[config.mk]
export PLATFORM = sky130hd
export DESIGN_NAME = display_output_scheduler
export DESIGN_NICKNAME = d
export VERILOG_FILES = /design/src/rtl/display_output_scheduler_pkg.sv /design/src/rtl/display_output_scheduler_rr_arbiter.sv /design/src/rtl/display_output_scheduler.sv
export SDC_FILE = /design/constraint.sdc
export NUM_CORES = 1
export LEC_CHECK = 0
export CORE_ASPECT_RATIO = 1.1
export CORE_MARGIN = 5
export CORE_UTILIZATION = 35
export DETAILED_ROUTE_END_ITERATION = 10
export PLACE_DENSITY = 0.63
export SETUP_SLACK_MARGIN = 0.02
export SLEW_MARGIN = 20
export SYNTH_ARGS = -nofsm -noshare
export SYNTH_HDL_FRONTEND = slang
export SYNTH_SLANG_ARGS = --single-unit
[constraint.sdc]
create_clock -name clock -period 3.6 [get_ports clock]
set_input_delay 0.72 -clock clock [delete_from_list [all_inputs] [get_ports clock]]
set_output_delay 0.72 -clock clock [all_outputs]
set_load 0.01 [all_outputs]
[src/rtl/display_output_scheduler_pkg.sv]
// Shared types and constants for the display output scheduler.
// The default pulse spacing is tied to one full scan of the 8-digit display.
package display_output_scheduler_pkg;

   localparam int DISP_DW  = 16;
   localparam int SCAN_LEN = 32;

   typedef enum logic [1:0] {
      ST_IDLE  = 2'd0,
      ST_ISSUE = 2'd1,
      ST_HOLD  = 2'd2,
      ST_CLEAR = 2'd3
   } drain_state_e;

endpackage

[src/rtl/display_output_scheduler_rr_arbiter.sv]
// Round-robin arbiter: one-hot grant searched upward from the pointer,
// pointer moves past the winner, returns to 0 when the display is cleared.
module display_output_scheduler_rr_arbiter #(
   parameter int NREQ = 2
) (
   input  logic            clock,
   input  logic            reset,
   input  logic [NREQ-1:0] req_i,
   input  logic            enable_i,
   input  logic            clear_i,
   output logic [NREQ-1:0] grant_o
);

   localparam int PW = (NREQ > 1) ? $clog2(NREQ) : 1;

   logic [PW-1:0] ptr_q;
   logic [PW-1:0] ptr_d;
   logic [PW-1:0] idx;
   logic [PW:0]   sum;
   logic          found;

   // NOTE: every signal written here gets a default first, so no latch is inferred.
   always_comb begin
      grant_o = '0;
      ptr_d   = ptr_q;
      found   = 1'b0;
      sum     = '0;
      idx     = '0;
      for (int k = 0; k < NREQ; k++) begin
         sum = {1'b0, ptr_q} + (PW+1)'(k);
         if (sum >= (PW+1)'(NREQ)) begin
            sum = sum - (PW+1)'(NREQ);
         end
         idx = sum[PW-1:0];
         if (enable_i && !found && req_i[idx]) begin
            grant_o[idx] = 1'b1;
            found        = 1'b1;
            ptr_d        = (idx == PW'(NREQ-1)) ? '0 : idx + 1'b1;
         end
      end
      if (clear_i) begin
         ptr_d = '0;
      end
   end

   // NOTE: sequential state is updated with non-blocking assignments only.
   always_ff @(posedge clock) begin
      if (reset) begin
         ptr_q <= '0;
      end else begin
         ptr_q <= ptr_d;
      end
   end

endmodule

[src/rtl/display_output_scheduler.sv]
// Collects requester writes into a small FIFO and replays them to the 7-segment
// history block as shift pulses spaced by at least one display scan; also sequences clears.
module display_output_scheduler
   import display_output_scheduler_pkg::*;
#(
   parameter int NREQ  = 2,
   parameter int DEPTH = 4,
   parameter int GAP   = SCAN_LEN,
   parameter int DW    = DISP_DW
) (
   input  logic                     clock,
   input  logic                     reset,
   input  logic [NREQ-1:0]          req_valid,
   input  logic [NREQ*DW-1:0]       req_data,
   output logic [NREQ-1:0]          req_ack,
   input  logic                     clear_req,
   output logic                     disp_change,
   output logic                     disp_output,
   output logic [DW-1:0]            disp_data,
   output logic                     disp_clear,
   output logic [$clog2(DEPTH):0]   fifo_count,
   output logic                     busy
);

   localparam int AW = $clog2(DEPTH);
   localparam int CW = AW + 1;
   localparam int GW = $clog2(GAP + 1);

   drain_state_e  state_q;
   logic [GW-1:0] gap_q;
   logic          disp_change_q;
   logic          disp_output_q;
   logic          disp_clear_q;
   logic [DW-1:0] disp_data_q;

   logic [CW-1:0] count_q, count_d;
   logic [AW-1:0] wr_ptr_q, wr_ptr_d;
   logic [AW-1:0] rd_ptr_q, rd_ptr_d;
   logic [DW-1:0] mem_q [DEPTH];

   logic            full;
   logic            in_clear;
   logic            pop;
   logic            push;
   logic            grant_en;
   logic [NREQ-1:0] grant;
   logic [DW-1:0]   push_data;

   // Fullness uses the registered count, so a full FIFO refuses even in its pop cycle.
   assign full     = (count_q == CW'(DEPTH));
   assign in_clear = (state_q == ST_CLEAR);
   assign pop      = (state_q == ST_ISSUE);
   assign grant_en = !reset && !full && !clear_req && !in_clear;
   assign push     = |grant;

   display_output_scheduler_rr_arbiter #(
      .NREQ(NREQ)
   ) u_arb (
      .clock    (clock),
      .reset    (reset),
      .req_i    (req_valid),
      .enable_i (grant_en),
      .clear_i  (in_clear),
      .grant_o  (grant)
   );

   always_comb begin
      push_data = '0;
      for (int i = 0; i < NREQ; i++) begin
         if (grant[i]) begin
            push_data = req_data[i*DW +: DW];
         end
      end
   end

   always_comb begin
      count_d  = count_q;
      wr_ptr_d = wr_ptr_q;
      rd_ptr_d = rd_ptr_q;
      if (in_clear) begin
         count_d  = '0;
         wr_ptr_d = '0;
         rd_ptr_d = '0;
      end else begin
         if (push) wr_ptr_d = wr_ptr_q + 1'b1;
         if (pop)  rd_ptr_d = rd_ptr_q + 1'b1;
         case ({push, pop})
            2'b10:   count_d = count_q + 1'b1;
            2'b01:   count_d = count_q - 1'b1;
            default: count_d = count_q;
         endcase
      end
   end

   always_ff @(posedge clock) begin
      if (reset) begin
         count_q  <= '0;
         wr_ptr_q <= '0;
         rd_ptr_q <= '0;
      end else begin
         count_q  <= count_d;
         wr_ptr_q <= wr_ptr_d;
         rd_ptr_q <= rd_ptr_d;
      end
   end

   // NOTE: the storage array has no reset; entries are only read while counted as occupied.
   always_ff @(posedge clock) begin
      if (push) begin
         mem_q[wr_ptr_q] <= push_data;
      end
   end

   always_ff @(posedge clock) begin
      if (reset) begin
         state_q       <= ST_IDLE;
         gap_q         <= '0;
         disp_change_q <= 1'b0;
         disp_output_q <= 1'b0;
         disp_clear_q  <= 1'b0;
         disp_data_q   <= '0;
      end else begin
         disp_change_q <= 1'b0;
         disp_output_q <= 1'b0;
         disp_clear_q  <= 1'b0;
         if (clear_req && !in_clear) begin
            state_q      <= ST_CLEAR;
            disp_clear_q <= 1'b1;
            disp_data_q  <= '0;
         end else begin
            case (state_q)
               ST_IDLE: begin
                  if (count_q != '0) begin
                     state_q       <= ST_ISSUE;
                     disp_change_q <= 1'b1;
                     disp_output_q <= 1'b1;
                     disp_data_q   <= mem_q[rd_ptr_q];
                  end
               end
               ST_ISSUE: begin
                  state_q <= ST_HOLD;
                  gap_q   <= GW'(GAP - 1);
               end
               // HOLD runs GAP-1 cycles; the IDLE cycle after it completes the spacing.
               ST_HOLD: begin
                  gap_q <= gap_q - 1'b1;
                  if (gap_q <= GW'(1)) begin
                     state_q <= ST_IDLE;
                  end
               end
               ST_CLEAR: begin
                  state_q <= ST_IDLE;
                  gap_q   <= '0;
               end
               default: state_q <= ST_IDLE;
            endcase
         end
      end
   end

   assign req_ack     = grant;
   assign disp_change = disp_change_q;
   assign disp_output = disp_output_q;
   assign disp_clear  = disp_clear_q;
   assign disp_data   = disp_data_q;
   assign fifo_count  = count_q;
   assign busy        = (count_q != '0) || (state_q != ST_IDLE);

endmodule
Word-level counts from Yosys, hierarchy flattened
Memory sizes are Yosys's and may differ from the RTL's. A register that Yosys moved wholly into a read port is not among the register bits.
Index checks and enable logic that the tools add are counted.

word-level totals
  word-level logic and storage cells = 94
  input bits = 37
  memory bits (writable) = 64
  register bits = 18
  memory bits (read-only) = 0
  bits in latches = 0
  output and inout port bits = 25
  memories kept = 1

cells by class
  shifts and indexed selects = 0
  add/sub/neg operators = 10
  equal/unequal tests = 8
  bitwise operators = 3
  mux-type cells = 29
  magnitude comparators = 7
  multipliers = 0
  reductions and logical operators = 28
  divide/modulo/power cells = 0

memories
  name   words  width  rd ports  clocked after Yosys merged registers in  wr ports  RTL line                        text
  mem_q  4      16     1         1                                        1         display_output_scheduler.sv:39  logic [DW-1:0] mem_q [DEPTH];

operators with widths
  cell                 number
  $mux 16              2
  $pmux 6 s3           1
  $mux 1               17
  $mux 2               5
  $logic_and 1x1->1    9
  $pmux 2 s4           1
  $eq 2x2->1 const B   3
  $le 6x1->1 const B   1
  $ne 3x3->1 const B   2
  $pmux 3 s2           1
  $reduce_and 2->1     3
  $reduce_bool 2->1    3
  $reduce_bool 3->1    2
  $reduce_or 2->1      3
  $sub 6x1->6 const B  1
  $logic_not 1->1      5
  $add 2x1->2 const B  2
  $eq 2x1->1 const B   2
  $lt 1x2->1 const B   2
  $add 3x1->3 const B  1
  $eq 3x3->1 const B   1
  $reduce_or 3->1      1
  $sub 3x1->3 const B  1
  $add 1x1->1 const B  2
  10 further kinds     14

Logic depth before layout (Yosys ltp)
  depth in word-level cells = 14
  depth in mapped cells = 10
  mapped depth without buffers = 9

By module
Synthesis repeated with hierarchy kept, for this count alone.

second synthesis, totals
  cells, all modules = 256
  area, all modules = 4010.1 µm²

by module, submodules not included
  module                               instances  area an instance (µm²)  cells an instance
  display_output_scheduler             1          3930.0                  248
  display_output_scheduler_rr_arbiter  1          80.1                    8

Worst setup path after synthesis
OpenSTA, ideal clock, no wires.

  path type = input to output
  start point = input reset
  end point = output req_ack[1]
  stages on the path = 6
  required time = 2880 ps
  setup slack = 1074 ps
  arrival = 1806 ps
  path through = buf_6 > a21o_1 > or3_1 > buf_2 > buf_6 > nor2_1

on the way
  longest elaborated chain between the ends = 10

ends and longest elaborated chain
  item                               RTL line                                   text
  from (decl)                        display_output_scheduler.sv:12             input logic reset,
  $logic_not 1->1 *                  display_output_scheduler.sv:53             assign grant_en = !reset && !full && !clear_req && !in_clear;
  $logic_and 1x1->1 * (3 in series)  display_output_scheduler.sv:53
  $logic_and 1x1->1                  display_output_scheduler_rr_arbiter.sv:35  if (enable_i && !found && req_i[idx]) begin
  $mux 1                             display_output_scheduler_rr_arbiter.sv:35
  $logic_not 1->1                    display_output_scheduler_rr_arbiter.sv:35
  $logic_and 1x1->1 (2 in series)    display_output_scheduler_rr_arbiter.sv:35
  $mux 2 *                           display_output_scheduler_rr_arbiter.sv:35
  to (decl)                          display_output_scheduler.sv:15             output logic [NREQ-1:0] req_ack,

Mark *: on every way between the ends. The rest lies on a longest branch, timed or not.

Final worst setup path
Same ends and word-level chain as after synthesis.

==> impl_metrics.yaml <==
power:
  seqPwrFrac_pct: 46.7
  power.internal_mw: 2.12
  p_switching_mw: 0.703
  p_leak_nw: 1.78
  switching_share_pct: 24.9
  peakVddDrop_v: 0.000300
  p_per_area_mw_per_mm2: 536
  power_frac_clock_pct: 36.9
  p_comb_share_pct: 16.4
drt:
  routed_wl_um: 9320
  ant_nets: 0
  post_drt_wl_per_cell_um: 18.5
  drt_iter0_drc: 177
  vias_per_cell: 5.19
  vias: 2616
  dr.pass1.iters: 4
  drc: 0
layout:
  multiInputGateArea_mm2: 0.00137
  area_delta_synth_final_pct: 27.2
  regArea_mm2: 0.00260
  fin_util_pct: 45.6
  n_antenna_cell: 0
  nFillCells: 1018
  drive_gt1_share_pct: 20.6
  fin_nets: 394
global_routing:
  grt_pass1_vias: 2746
  use_met2_pct: 25.4
  use_met3_pct: 3.64
  grt_usage_pct: 13.8
  grt-ovfl-total: 0
  grt_max_degree: 18
  busiest_layer: "met2"
  grt_first_pass_wirelength_um: 14600
  use_met1_pct: 15.7
  antenna_found_initial: 0
floorplanning:
  pin_count: 62
  core_region_area_mm2: 0.0115
  fp.dieH_um: 124
  dieArea_mm2: 0.0141
  dieWidth_um: 114
  initial_core_util_pct: 35.8
  row_count: 41
clocking:
  clock_latency_ns: 0.34
  numCtsBuffers: 9
  post-cts-setup-buffer-count: 0
  cts_hold_buf: 0
  cts.sinks: 98
  path_clk_slew_ns: 0.07
  htree_levels: 3
  cts_max_path_buffers: 2
  cts-root-buf: "clkbuf_16"
  cts.repair.resized: 0
  cts_tree: "done"
yosys:
  synth_cell_types: 51
  async_flop_share_pct: 0
  syn_inst: 280
  yosysTopAreaCellShare_pct: 46.4
  post_synth.cell_area_avg_um2: 14.8
  synth.ff_latch_count: 98
  ys_warn_count: 0
  synthTopCellsByArea: "edfxtp_1, dfxtp_1, mux4_2"
  synth-edff-count: 64
  yosysTopAreaCell: "edfxtp_1"
  synth-seq-area-share_pct: 62.9
  syn_nets: 325
  synth_top_flop_cell: "edfxtp_1"
  syn_area_mm2: 0.00414
run_status:
  status: "completed"
critical_path:
  crit_top_cell: "clkdlybuf4s50_1"
  crit_chain: "clkdlybuf4s50_1 -> a21o_1 -> or3_1 -> nor2_1 -> clkdlybuf4s50_1"
  r2r_end: "fifo_count[2]"
  rr_worst_depth: 10
  reg2reg_slack_ns: 1.09
  cp-start-kind: "primary input"
  worstPathMaxFanout: 3
  cp.arrival_ns: 2.49
  required_ns: 2.88
  cpPeakStageDelay_ns: 0.56
  worstSetupPathType: "primary input to output pin"
  r2r_start: "state_q[1]"
  endpoint_kind: "output pin"
  crit_slowest_cell: "clkdlybuf4s50_1"
place:
  gp_congestion: 0.796
  portBuffers: 61
  place_hpwl_um: 6200
sta:
  drv_slew: 0
  rsz0062_at_grt: "false"
  fmax_ghz: 0.312
  relSlewSlack_pct: 36.0
  worst_pin_slew_ns: 0.958
  tns_ns: 0
  skew_ns: 0.00622
  min_period_ns: 3.21
  finalHoldViolCount: 0
  period_share_pct: 89.2
  setup_viol: 0
min_path:
  min_to: "disp_data[13]"
  min_from: "disp_data[13]"
  hold_path_depth: 1
  min_path_type: "flip-flop to flip-flop"
job:
  maxCapViolCount: 0
## logic make-up (layout without fill, tap and decap cells)
family          count (synthesis)  after routing  share of synthesized area (%)
fa+ha+maj                       8              8                           2.60
compound gates                 63             63                           13.0
xor+xnor                        4              4                          0.847
buf+inv                        30            104                           3.93
mux                            16             16                           8.71
simple gates                   61             61                           8.04
flops                          98             98                           62.9
## per-stage QoR
step	setup WS, ns	hold WS (ns)	cells	cell area, um2	power, mW
final	0.390	0.480	504	5260	2.82
after CTS	0.385	0.486	504	5260	2.86
after floorplan	1.07	0.462	280	4140	1.63
after global placement	0.404	0.462	488	4930	1.80
after global routing	0.350	0.507	504	5260	2.95
after detailed placement	0.387	0.471	488	4930	1.81
## area by class of cell
type / count / area share (%)
inverters: 11 / 0.785
well taps: 150 / 3.57
clock inverters: 6 / 1.88
multi-input cells: 152 / 26.1
clock buffers: 10 / 4.35
repair buffers: 77 / 13.9
flip-flops and latches: 98 / 49.5
## state kept, by name (all words and copies together) (netlist names)
| name | flops |
|---|---|
| mem_q | 64 |
| state_q | 2 |
| disp_data | 16 |
| u_arb.ptr_q | 1 |
| gap_q | 6 |
| rd_ptr_q | 2 |
| disp_output | 1 |
| fifo_count | 3 |
| disp_clear | 1 |
| wr_ptr_q | 2 |
## critical path, delay by kind of cell
kind / cells / cell delay (ns)
buf+inv: 2 / 0.99
simple gates: 2 / 0.61
compound gates: 1 / 0.17
## cell usage after synthesis (all sizes together) (2+ instances only)
cell	instances
ha	7
clkbuf	8
or2	2
a21oi	6
nor2	31
a22o	16
nor4b	2
o21ai	3
a31oi	2
inv	10
a211oi	4
a21o	2
nor3	4
edfxtp	64
or3	3
nand2b	2
o31ai	3
buf	11
o21ba	2
dfxtp	34
mux4	16
a221oi	2
a311oi	2
nand2	2
a21boi	2
and2	4
a32oi	16
xor2	3
nor2b	2
nand4	2
## power groups by stage
stage | clock [mW] | combinational [mW] | sequential, mW
6_report | 1.04 | 0.464 | 1.32
3_5_place_dp | 0 | 0.471 | 1.34
5_1_grt | 1.11 | 0.510 | 1.33
4_1_cts | 1.06 | 0.473 | 1.32
3_3_place_gp | 0 | 0.458 | 1.34
2_1_floorplan | 0 | 0.308 | 1.32
## placed cells by master, fill, tap and decap left out, types with 4 or more instances in the layout
cell             netlist  layout
dfxtp_1               34      34
a32oi_1               16      16
nor3_1                 4       4
ha_1                   7       7
mux4_2                16      16
clkdlybuf4s50_1        0      61
nor2_1                30      30
and2_1                 4       4
inv_1                 10      10
a22o_2                15      15
a21oi_1                6       6
buf_4                  2      16
clkbuf_16              0       9
edfxtp_1              64      64
## worst max path at each step
stage / from / endpoint / cells after the start
floorplan: reset / req_ack[1] / 6
finish: reset / req_ack[1] / 5
global placement: reset / req_ack[1] / 5
detailed placement: reset / req_ack[0] / 5
global route: reset / req_ack[0] / 5
CTS: reset / req_ack[0] / 5
## per-layer routing
| metal | part of all wire [%] | vias up |
|---|---|---|
| li1 | - | 1234 |
| met1 | 41 | 1308 |
| met2 | 54 | 66 |
| met3 | 4.2 | 8 |
| met4 | 1.2 | 0 |
| met5 | 0 | - |
(Power assumes the default switching activity.)
